### config.mk
export PLATFORM = sky130hd
export DESIGN_NAME = mem_port_arbiter
export DESIGN_NICKNAME = d
export VERILOG_FILES = /design/src/rtl/mem_port_arbiter.sv
export SDC_FILE = /design/constraint.sdc
export NUM_CORES = 1
export LEC_CHECK = 0
export CAP_MARGIN = 20
export CORE_ASPECT_RATIO = 1.4
export CORE_MARGIN = 1
export CORE_UTILIZATION = 38
export DETAILED_ROUTE_END_ITERATION = 8
export GPL_TIMING_DRIVEN = 0
export PLACE_DENSITY = 0.81
export SLEW_MARGIN = 20
export SYNTH_ARGS = -nofsm -noshare
export SYNTH_HDL_FRONTEND = slang
export SYNTH_SLANG_ARGS = --single-unit
### constraint.sdc
create_clock -name clk -period 2.4 [get_ports clk]
set_clock_uncertainty 0.1 [all_clocks]
set_input_delay 0.48 -clock clk [delete_from_list [all_inputs] [get_ports clk]]
set_output_delay 0.48 -clock clk [all_outputs]
set_load 0.03 [all_outputs]
### src/rtl/mem_port_arbiter.sv
// mem_port_arbiter: round-robin sharing of one cache port among NREQ cores,
// one outstanding access at a time, with a response timeout and sticky error.
module mem_port_arbiter #(
  parameter int NREQ      = 4,
  parameter int IDW       = 2,
  parameter int ADDRWIDTH = 16,
  parameter int WORDWIDTH = 16,
  parameter int TIMEOUT   = 64
) (
  input  logic                      clk,
  input  logic                      reset,
  input  logic [2*NREQ-1:0]         req_rw,
  input  logic [ADDRWIDTH*NREQ-1:0] req_addr,
  input  logic [WORDWIDTH*NREQ-1:0] req_wdata,
  output logic [NREQ-1:0]           rdEn,
  output logic [NREQ-1:0]           wtEn,
  output logic [WORDWIDTH-1:0]      dataFromMem,
  output logic [1:0]                mem_rw,
  output logic [ADDRWIDTH-1:0]      mem_addr,
  output logic [WORDWIDTH-1:0]      mem_wdata,
  input  logic [WORDWIDTH-1:0]      mem_rdata,
  input  logic                      mem_ack,
  output logic [IDW-1:0]            grant_id,
  output logic                      busy,
  output logic                      timeout_err,
  output logic [IDW-1:0]            err_id
);
  localparam int TW = (TIMEOUT > 2) ? $clog2(TIMEOUT) : 1;
  typedef enum logic [1:0] {IDLE, BUSY, RESP} state_t;
  state_t state, nxt;
  logic [1:0]           rw_a   [NREQ];
  logic [ADDRWIDTH-1:0] addr_a [NREQ];
  logic [WORDWIDTH-1:0] wd_a   [NREQ];
  logic [NREQ-1:0]      act;
  logic [IDW-1:0]       rr_ptr, sel, sel_lo, sel_hi;
  logic                 hit, any, tmo;
  logic [1:0]           op;
  logic [ADDRWIDTH-1:0] addr_q;
  logic [WORDWIDTH-1:0] wdata_q;
  logic [TW-1:0]        timer;
  logic [NREQ-1:0]      onehot;
  for (genvar g = 0; g < NREQ; g++) begin : g_sl
    assign rw_a[g]   = req_rw[2*g +: 2];
    assign addr_a[g] = req_addr[ADDRWIDTH*g +: ADDRWIDTH];
    assign wd_a[g]   = req_wdata[WORDWIDTH*g +: WORDWIDTH];
    assign act[g]    = rw_a[g] == 2'd1 || rw_a[g] == 2'd2;
  end
  // lowest active index at or above rr_ptr, else wrap to lowest active overall
  always_comb begin
    sel_lo = '0;
    sel_hi = '0;
    hit    = 1'b0;
    for (int j = NREQ-1; j >= 0; j--) begin
      if (act[j]) sel_lo = IDW'(j);
      if (act[j] && IDW'(j) >= rr_ptr) begin
        sel_hi = IDW'(j);
        hit    = 1'b1;
      end
    end
    sel = hit ? sel_hi : sel_lo;
    any = |act;
  end
  assign tmo = timer == TW'(TIMEOUT-1);
  always_ff @(posedge clk or negedge reset)
    if (!reset) state <= IDLE;
    else state <= nxt;
  always_comb begin
    nxt = state;
    case (state)
      IDLE:    nxt = any ? BUSY : IDLE;
      BUSY:    nxt = (mem_ack || tmo) ? RESP : BUSY;
      default: nxt = IDLE;
    endcase
  end
  always_ff @(posedge clk or negedge reset) begin
    if (!reset) begin
      rr_ptr      <= '0;
      grant_id    <= '0;
      op          <= 2'd0;
      addr_q      <= '0;
      wdata_q     <= '0;
      timer       <= '0;
      dataFromMem <= '0;
      timeout_err <= 1'b0;
      err_id      <= '0;
    end else begin
      case (state)
        IDLE: if (any) begin
          grant_id <= sel;
          op       <= rw_a[sel];
          addr_q   <= addr_a[sel];
          wdata_q  <= wd_a[sel];
        end
        BUSY: begin
          timer <= timer + TW'(1);
          if (mem_ack) begin
            if (op == 2'd1) dataFromMem <= mem_rdata;
          end else if (tmo) begin
            timeout_err <= 1'b1;
            err_id      <= grant_id;
            dataFromMem <= '0;
          end
        end
        RESP: begin
          rr_ptr <= (grant_id == IDW'(NREQ-1)) ? '0 : grant_id + IDW'(1);
          timer  <= '0;
        end
        default: ;
      endcase
    end
  end
  assign onehot    = {{(NREQ-1){1'b0}}, 1'b1} << grant_id;
  assign rdEn      = (state == RESP && op == 2'd1) ? onehot : '0;
  assign wtEn      = (state == RESP && op == 2'd2) ? onehot : '0;
  assign mem_rw    = (state == BUSY) ? op : 2'd0;
  assign mem_addr  = addr_q;
  assign mem_wdata = wdata_q;
  assign busy      = state == BUSY || state == RESP;
endmodule

==> impl_metrics.yaml <==
power:
  sw_frac_of_total: 0.410
  p_seq_frac: 0.243
  power_density_mw_per_mm2: 1230
  share_clk_of_total_power: 0.192
  power.switching_mw: 3.28
  vdd_ir_drop_max_mv: 0.532
  cellLeakagePower_nw: 2.85
  internal_power_mw: 4.71
  comb_power_share: 0.565
sta:
  timing.final.ws_setup_ps: 93.8
  setup-tns-final_ps: 0
  rsz0062_at_grt: "false"
  final_slew_violations: 0
  timing.final.hold_violations: 0
  min_period_over_period: 0.961
  relSlewSlack: 0.619
  final-setup-viol-count: 0
  min_period_ps: 2310
  max_slew.worst_pin.slew_ps: 572
  max_freq_ghz: 0.434
finish:
  layout_cell_share_with_drive_strength_beyond_1: 0.0891
  n_antenna_cell: 0
  multi_input_gate_area_in_the_final_layout_mm2: 0.00185
  num-nets-final: 764
  nFillCells: 782
  regArea_mm2: 0.00163
  final_core_utilization: 0.684
  areaGrowthSynthToFinish_pct: 74.5
global_route:
  grt_start_max_net_pins: 47
  met1_usage: 0.258
  grt_overflow_total: 0
  via_count_of_the_first_global_routing_pass: 4017
  global_route.usage.met2: 0.454
  met3_track_demand_over_resource_in_global_routing: 0.0527
  globalRouteTotalUtil: 0.243
  grt_most_used_layer: "met2"
  antenna_found_initial: 0
  first_pass_grt_wire_length_um: 19100
placement:
  routabilityCongestion: 0.836
  preCtsSetupSlack_ps: -606
  placement.io_buffers: 217
  hpwlAfterDp_um: 9450
logic_synthesis:
  synth.cells.most_frequent: "sky130_fd_sc_hd__mux2i_1, sky130_fd_sc_hd__dfrtp_1, sky130_fd_sc_hd__nand2_1"
  synth_edf_count: 0
  synth_top_flop_cell: "sky130_fd_sc_hd__dfrtp_1"
  synth.distinct_cells: 36
  mapped_cell_area_mm2: 0.00373
  synth_seq_area_share: 0.437
  postSynthRegisterBits: 65
  synthArstFlopShare: 1.00
  mappedNetlistNets: 532
  post_synth_main_area_contributors: "sky130_fd_sc_hd__dfrtp_1, sky130_fd_sc_hd__mux2i_1, sky130_fd_sc_hd__o221ai_1"
  yosysWarnings: 0
  synthesis.instances: 369
  post_synth.cell_area_avg_um2: 10.1
  yosys.area.top_type_share: 0.437
  synth_most_common_cell: "sky130_fd_sc_hd__mux2i_1"
  synth_largest_area_cell: "sky130_fd_sc_hd__dfrtp_1"
detailed_routing:
  routed_wire_length_per_instance_um: 16.2
  dr.pass1.iters: 4
  post_detailed_route_count_of_antenna_violating_nets: 0
  routed-via-count: 3735
  avgViaCountPerCell: 5.06
  finalWirelength_um: 11900
  drc_violation_count_after_routing: 0
  initialDrtViolationCount: 136
clocking:
  cts-buffers-inserted: 9
  clock_insertion_delay_worst_skew_ps: 330
  clock_tree_buf_depth: 2
  cts.sinks: 65
  htree_num_levels: 3
  cts_tree: "yes"
  clk_root_buffer_cell: "sky130_fd_sc_hd__clkbuf_16"
  worst_setup_hold_path_clk_slew_ps: 50
setup_path:
  critical_path_arrival_ps: 2390
  critical_path.max_stage_delay_ps: 530
  timing.reg2reg.worst_path_depth: 7
  timing.critical_path.slowest_stage_cell: "sky130_fd_sc_hd__clkdlybuf4s50_1"
  r2r_slack_ps: 380
  critical_path_peak_fanout: 10
  reg2reg_from: "timer[0]"
  rr_endpoint: "dataFromMem[14]"
  timing.critical_path.to_type: "flip-flop"
  criticalPathCategory: "in2reg"
  req_time_crit_path_ps: 2490
  critical_path.most_common_cell: "sky130_fd_sc_hd__buf_12"
  crit_chain: "clkdlybuf4s50_1 -> xor2_1 -> nor2_1 -> o32ai_4 -> buf_12 -> buf_12 -> mux2i_1 -> o221ai_1"
  cp-start-kind: "primary input"
outcome:
  outcome: "complete, no violations"
floorplan:
  io_pins: 219
  die_h_um: 119
  std_cell_rows: 42
  starting_utilization_of_the_core_area: 0.392
  floorplan.core_area_mm2: 0.00951
  dieArea_mm2: 0.0102
  die_width_um: 85.7
worst_hold_path:
  hp-class: "reg2reg"
  worst_hold_startpoint: "timeout_err"
  whs_endpoint: "timeout_err"
  min_path_cells: 1
flow_run:
  number_of_max_cap_violations: 0
## power groups by stage
stage          sequential [mW]  clock [mW]  combinational (mW)
2_1_floorplan             2.72           0                1.98
3_3_place_gp              1.93           0                4.39
3_5_place_dp              1.95           0                4.48
4_1_cts                   1.94        1.56                4.51
5_1_grt                   2.00        1.60                4.86
6_report                  1.94        1.53                4.52
## repair_timing
item / 4_1_cts / 5_1_grt
gates resized for setup: 32 / 23
hold buffers: 1 / 0
pin swaps: 1 / 1
setup buffers: 1 / 2
endpoints found under the hold margin: 19 / 0
endpoints found under the setup margin: 33 / 39
## sequential cells by signal (all words and copies together) (netlist names)
name,cells
timer,6
timeout_err,1
dataFromMem,16
err_id,2
op,2
mem_addr,16
rr_ptr,2
grant_id,2
state,2
mem_wdata,16
## cell usage in the layout, fill, tap and decap left out, types with 2 or more instances in the layout
cell	netlist	layout
sky130_fd_sc_hd__mux2_2	2	2
sky130_fd_sc_hd__ha_1	8	7
sky130_fd_sc_hd__mux2i_1	66	64
sky130_fd_sc_hd__buf_4	1	5
sky130_fd_sc_hd__xnor2_1	5	4
sky130_fd_sc_hd__and2_1	4	4
sky130_fd_sc_hd__clkdlybuf4s15_2	0	5
sky130_fd_sc_hd__o221ai_1	21	21
sky130_fd_sc_hd__clkbuf_1	14	6
sky130_fd_sc_hd__bufinv_16	0	3
sky130_fd_sc_hd__a21oi_1	5	5
sky130_fd_sc_hd__nand2b_1	4	4
sky130_fd_sc_hd__clkbuf_16	0	9
sky130_fd_sc_hd__nand3_1	20	20
sky130_fd_sc_hd__inv_1	25	25
sky130_fd_sc_hd__o21ai_0	22	21
sky130_fd_sc_hd__buf_2	2	5
sky130_fd_sc_hd__o21ai_1	2	2
sky130_fd_sc_hd__dlygate4sd2_1	0	2
sky130_fd_sc_hd__clkbuf_4	0	3
sky130_fd_sc_hd__clkinv_4	0	2
sky130_fd_sc_hd__nor2_1	29	29
sky130_fd_sc_hd__clkbuf_2	0	4
sky130_fd_sc_hd__o21a_1	5	5
sky130_fd_sc_hd__clkdlybuf4s50_1	0	206
sky130_fd_sc_hd__a221oi_1	12	11
sky130_fd_sc_hd__dfrtp_1	65	65
sky130_fd_sc_hd__buf_12	4	4
sky130_fd_sc_hd__o22ai_1	2	2
sky130_fd_sc_hd__nand2_1	35	35
sky130_fd_sc_hd__mux2i_2	0	2
sky130_fd_sc_hd__xor2_1	3	3
## cell families after synthesis
| family | share of synthesized area |
|---|---|
| xor+xnor | 0.0188 |
| compound gates | 0.147 |
| mux | 0.183 |
| buf+inv | 0.0735 |
| simple gates | 0.114 |
| fa+ha+maj | 0.0269 |
| flops | 0.437 |
## worst max-delay path, delay by kind of cell
kind,cells,cell delay (ps)
AOI/OAI and AO/OA,2,500
buffers and inverters,3,860
and+or+nand+nor,1,90
muxes,1,240
xor gates and xnor gates,1,210
## final cells by class
type | instances | share of cell area
Buffer | 23 | 0.0296
Clock buffer | 10 | 0.0367
Clock inverter | 6 | 0.0177
Inverter | 25 | 0.0144
Multi-Input combinational cell | 255 | 0.285
Sequential cell | 65 | 0.250
Tap cell | 132 | 0.0254
Timing Repair Buffer | 222 | 0.341
## worst max path at each step
stage	start	slack [ps]	to
3_3_place_gp	reset	-1400	mem_addr[2]
6_report	req_rw[0]	90	mem_addr[9]
4_1_cts	state[0]	6	rdEn[2]
5_1_grt	req_rw[6]	0.4	mem_addr[15]
2_1_floorplan	state[0]	400	rdEn[0]
3_5_place_dp	req_rw[2]	-610	mem_addr[4]
## per-layer routing
layer,share of wire,vias to the layer above
li1,-,1784
met1,0.36,1773
met2,0.56,151
met3,0.053,27
met4,0.030,0
met5,0,-
## per-stage QoR
step	power, mW	area (µm²)	hold WS (ps)	std cells
after floorplan	4.70	3730	84.4	369
after global placement	6.32	6060	351	718
after detailed placement	6.43	6090	287	719
after CTS	8.01	6480	368	737
after global routing	8.47	6500	378	738
final	7.99	6500	361	738
(Power assumes the default switching activity.)
